[config.mk]
export PLATFORM = sky130hd
export DESIGN_NAME = adc_conversion_arbiter
export DESIGN_NICKNAME = d
export VERILOG_FILES = /design/src/rtl/adc_conversion_arbiter.sv
export SDC_FILE = /design/constraint.sdc
export NUM_CORES = 1
export LEC_CHECK = 0
export ABC_CLOCK_PERIOD_IN_PS = 4200
export BUFFER_PORTS_ARGS = -buffer_cell sky130_fd_sc_hd__buf_2
export CAP_MARGIN = 5
export CORE_MARGIN = 1.5
export CORE_UTILIZATION = 51
export CTS_BUF_LIST = sky130_fd_sc_hd__clkbuf_4 sky130_fd_sc_hd__clkbuf_8
export DETAILED_ROUTE_END_ITERATION = 8
export PLACE_DENSITY = 0.93
export SLEW_MARGIN = 5
export SYNTH_ARGS = -nofsm -noshare
export SYNTH_HDL_FRONTEND = slang
export SYNTH_SLANG_ARGS = --single-unit
[constraint.sdc]
create_clock -name clk -period 4.2 [get_ports clk]
set_clock_uncertainty 0.1 [all_clocks]
set_input_delay 0.42 -clock clk [delete_from_list [all_inputs] [get_ports clk]]
set_output_delay 0.42 -clock clk [all_outputs]
set_load 0.005 [all_outputs]
[src/rtl/adc_conversion_arbiter.sv]
// rtl/adc_conversion_arbiter.sv - round-robin arbiter sharing one SAR ADC between requesters
module adc_conversion_arbiter #(
   parameter int NUM_REQ        = 4,
   parameter int SETTLE_CYCLES  = 4,
   parameter int START_PULSE    = 4,
   parameter int TIMEOUT_CYCLES = 4095
) (
   input  logic                  clk,
   input  logic                  rst,
   input  logic [NUM_REQ-1:0]    req_valid,
   input  logic [16*NUM_REQ-1:0] req_config_1,
   input  logic [16*NUM_REQ-1:0] req_config_2,
   output logic [NUM_REQ-1:0]    req_ready,
   output logic [NUM_REQ-1:0]    rsp_valid,
   output logic [15:0]           rsp_result,
   output logic                  rsp_timeout,
   output logic                  busy,
   output logic [15:0]           adc_config_1_out,
   output logic [15:0]           adc_config_2_out,
   output logic                  adc_start_conversion_out,
   input  logic                  adc_conversion_finished_in,
   input  logic [15:0]           adc_result_in
);

   localparam int IW = $clog2(NUM_REQ);
   localparam int JW = IW + 1;

   typedef enum logic [2:0] {IDLE, SETUP, START, WAIT, RESP} state_t;

   state_t        state;
   logic [IW-1:0] rr_ptr;
   logic [IW-1:0] gnt_idx;
   logic [IW-1:0] pick_idx;
   logic          pick_found;
   logic [JW-1:0] scan_idx;
   logic [31:0]   cnt;
   logic          fin_sync_1;
   logic          fin_sync_2;
   logic          fin_sync_3;
   logic          fin_rise;

   // Rotating-priority search: first pending requester at or after rr_ptr
   always_comb begin
      pick_found = 1'b0;
      pick_idx   = '0;
      scan_idx   = '0;
      for (int i = 0; i < NUM_REQ; i++) begin
         scan_idx = {1'b0, rr_ptr} + JW'(i);
         if (scan_idx >= JW'(NUM_REQ)) begin
            scan_idx = scan_idx - JW'(NUM_REQ);
         end
         if (!pick_found && req_valid[scan_idx[IW-1:0]]) begin
            pick_found = 1'b1;
            pick_idx   = scan_idx[IW-1:0];
         end
      end
   end

   // Accept pulse only while idle; forced low during reset so every output reads zero
   always_comb begin
      req_ready = '0;
      if (!rst && state == IDLE && pick_found) begin
         req_ready[pick_idx] = 1'b1;
      end
   end

   // Two-flop synchronizer plus registered rising-edge detect, running in every state
   always_ff @(posedge clk or posedge rst) begin
      if (rst) begin
         fin_sync_1 <= 1'b0;
         fin_sync_2 <= 1'b0;
         fin_sync_3 <= 1'b0;
         fin_rise   <= 1'b0;
      end else begin
         fin_sync_1 <= adc_conversion_finished_in;
         fin_sync_2 <= fin_sync_1;
         fin_sync_3 <= fin_sync_2;
         fin_rise   <= fin_sync_2 & ~fin_sync_3;
      end
   end

   // Conversion sequencer: grant, settle config, pulse start, wait for result or timeout, respond
   always_ff @(posedge clk or posedge rst) begin
      if (rst) begin
         state                    <= IDLE;
         rr_ptr                   <= '0;
         gnt_idx                  <= '0;
         cnt                      <= '0;
         rsp_valid                <= '0;
         rsp_result               <= '0;
         rsp_timeout              <= 1'b0;
         busy                     <= 1'b0;
         adc_config_1_out         <= '0;
         adc_config_2_out         <= '0;
         adc_start_conversion_out <= 1'b0;
      end else begin
         case (state)
            IDLE: begin
               if (pick_found) begin
                  gnt_idx          <= pick_idx;
                  adc_config_1_out <= req_config_1[{pick_idx, 4'b0000} +: 16];
                  adc_config_2_out <= req_config_2[{pick_idx, 4'b0000} +: 16];
                  if (pick_idx == IW'(NUM_REQ - 1)) begin
                     rr_ptr <= '0;
                  end else begin
                     rr_ptr <= pick_idx + 1'b1;
                  end
                  cnt   <= '0;
                  busy  <= 1'b1;
                  state <= SETUP;
               end
            end
            SETUP: begin
               if (cnt == 32'(SETTLE_CYCLES - 1)) begin
                  cnt                      <= '0;
                  adc_start_conversion_out <= 1'b1;
                  state                    <= START;
               end else begin
                  cnt <= cnt + 32'd1;
               end
            end
            START: begin
               if (cnt == 32'(START_PULSE - 1)) begin
                  cnt                      <= '0;
                  adc_start_conversion_out <= 1'b0;
                  state                    <= WAIT;
               end else begin
                  cnt <= cnt + 32'd1;
               end
            end
            WAIT: begin
               // A real finish edge takes precedence over a coincident timeout
               if (fin_rise) begin
                  rsp_result  <= adc_result_in;
                  rsp_timeout <= 1'b0;
                  rsp_valid   <= NUM_REQ'(1) << gnt_idx;
                  state       <= RESP;
               end else if (cnt == 32'(TIMEOUT_CYCLES)) begin
                  rsp_result  <= '0;
                  rsp_timeout <= 1'b1;
                  rsp_valid   <= NUM_REQ'(1) << gnt_idx;
                  state       <= RESP;
               end else begin
                  cnt <= cnt + 32'd1;
               end
            end
            RESP: begin
               rsp_valid   <= '0;
               rsp_timeout <= 1'b0;
               busy        <= 1'b0;
               state       <= IDLE;
            end
            default: begin
               state <= IDLE;
            end
         endcase
      end
   end

endmodule

==> metrics <==
outcome=finished with violations; failing checks=negative hold slack; async set-reset flop share out of synthesis=1.00; WP data required=3.68 ns; Mapped Avg Cell Area=10.1 um2; drt pass-1 iters=5; Inst Count DP=842; Synth Area in Simple Gates=0.179; fin crit share=0.694; final-report hold violation count=3; CTS HTree Levels=3; Synth area leader=dfrtp_1; IO Port Bufs=209; Min Clock Period, post-route=2.91 ns; Post-synth top flop=dfrtp_1; CTS tree=built; WHS=-0.00216 ns; initial antenna violation count=1; most frequent cell after synthesis=dfrtp_1; post-DP HPWL=11100 um; total gr overflow=0; Final Setup Violations=0; max_cap viols=0; XOR/XNOR Fraction of Synth Area=0.00985; mux contribution to synthesized area=0.129; Post CTS Setup Buffer Count=0; compound-gate portion of the synthesized area=0.170; initial DRC count=404; cells taking the most area after synthesis=dfrtp_1 (46%), mux2i_1 (13%), nand2_1 (4.0%); Max VDD drop=422 uV; Power Dens Cells=549 mW/mm2; most frequent cell on the critical path=inv_1; #FFs+latches synth=98; post_cts resized=0; setup_tns=0 ns; CTS Buf Count=9; die area=0.0111 mm2; Critical Path AT=2.39 ns; most frequent cells after synthesis=dfrtp_1 (98), mux2i_1 (69), nand2_1 (57), a21oi_1 (28); largest family of logic cells by synthesized area=simple AND/OR/NAND/NOR gates; CP max stage delay=0.51 ns; vias in the first global route=5265; Critical path buffers and inverters=3; Worst Tran Pin Value=0.818 ns; vias per cell=6.10; vias=5238; Critical Path Fanout Max=29; critical path class=reg -> out; final non-filler cell total=859; Routed WL=15100 um; top cell family by delay on the critical path=compound AO/OA/AOI/OAI gates; post-synthesis sequential area ratio=0.460; global-route wire length before repair=25000 um; Reg2Reg Setup Slack=1.42 ns; Root Driver=clkbuf_8; hold_buf cts=0; clk slew on worst S/H paths=0.11 ns; layout cells sized above 1=0.337; crit path max-delay cell type=o22a_4; maximum root-to-sink buffer count=2; Wirelength per Cell=17.6 um; distinct cell type count after synthesis=51; Clock Latency Late Sink=0.38 ns; Layout Area Growth over Synthesis=24.6%; clock sinks=98; Chip Height=105 um; post-synthesis adder-cell area fraction=0.0117; crit path capture type=primary output; critical path launch point type=register; Die Span X=105 um; DP Area=0.00644 mm2; f_max=343 MHz; EDFF count, synth=0; antenna viol nets, final=0; Cells after Synth=530; syn_nets=686; largest net degree at the start of global routing=55; Final nets=873; Min-Delay Path Class=in -> async; Rows=37; unrepaired setup endpoints after global routing=no; Pins Over Slew Limit=0; IO Pins=210; Lkg Pwr=0.00323 uW; final instance area=0.00665 mm2; Rel. slew slack=0.453; Initial Util=0.521; crit path cell chain=inv_1 > a221oi_1 > o22a_4 > inv_1 > ha_1 > and3_1 > buf_2; post-synth top area share=0.460; Synth Cell Area=0.00534 mm2; Synth Warn #=0; Final GP Congestion=0.892; Overall Global Routing Usage=0.279; Core Region=0.0102 mm2; DRC Markers=0
## power by group
group | internal, uW | total [uW] | switching (uW)
Combinational | 718 | 1580 | 859
Clock | 237 | 624 | 387
Sequential | 1230 | 1440 | 210
Total | 2190 | 3650 | 1460
## state kept, by name, summed over array words and instances, names as in the netlist
register / count
adc_config_1_out: 16
fin_sync_2: 1
fin_sync_3: 1
fin_rise: 1
rsp_timeout: 1
busy: 1
adc_start_conversion_out: 1
adc_config_2_out: 16
gnt_idx: 2
rr_ptr: 2
cnt: 32
fin_sync_1: 1
rsp_result: 16
rsp_valid: 4
state: 3
## per-layer routing
| metal | track usage | vias to the layer above | part of all wire |
|---|---|---|---|
| li1 | - | 2389 | - |
| met5 | 0 | - | 0 |
| met2 | 0.483 | 264 | 0.51 |
| met4 | 0.133 | 0 | 0.037 |
| met1 | 0.334 | 2523 | 0.38 |
| met3 | 0.0550 | 62 | 0.070 |
## final cells by class
class / instances / area (um2)
Fill cell: 799 / 3580
Multi-Input combinational cell: 381 / 2680
Antenna cell: 1 / 2.50
Clock buffer: 9 / 124
Timing Repair Buffer: 215 / 1090
Tap cell: 136 / 170
Sequential cell: 98 / 2450
Inverter: 12 / 47.5
Clock inverter: 7 / 78.8
## per-stage QoR
step           utilization  total power [uW]  worst slack [ns]
2_1_floorplan            -              2440             0.779
3_3_place_gp         0.630              2920              1.54
3_5_place_dp         0.630              3020              1.42
4_1_cts              0.650              3650              1.30
5_1_grt              0.650              3880              1.14
6_report             0.650              3650              1.29
## worst paths after layout
check,from,endpoint,cells after the start
max,rr_ptr[0]$_DFFE_PP0P_,req_ready[0],7
min,rst,adc_config_1_out[14]$_DFFE_PP0P_,2
max reg2reg,cnt[19]$_DFFE_PP0P_,rsp_valid[0]$_DFFE_PP0P_,5
min reg2reg,fin_sync_1$_DFF_PP0_,fin_sync_2$_DFF_PP0_,0
max in group asynchronous,rst,cnt[27]$_DFFE_PP0P_,3
min in group clk,adc_conversion_finished_in,fin_sync_1$_DFF_PP0_,1
## kinds of logic (layout without fill, tap and decap cells)
family / Yosys count / count (layout)
simple gates: 177 / 177
fa+ha+maj: 5 / 5
flops: 98 / 98
other cells: 0 / 1
compound gates: 124 / 124
xor+xnor: 6 / 6
mux: 69 / 69
buf+inv: 51 / 243
## cells in the final DEF, fill, tap and decap left out, types with 11 or more instances in the layout
cell type / Yosys / final
or4_1: 24 / 24
a22o_1: 16 / 16
buf_2: 12 / 209
dfrtp_1: 98 / 98
a21oi_1: 28 / 27
nand2_1: 57 / 57
mux2i_1: 69 / 69
a221oi_1: 13 / 13
o31ai_1: 24 / 24
inv_1: 12 / 11
o221ai_1: 22 / 22
nor2_1: 24 / 24
Power figures use the tool's default switching activity.
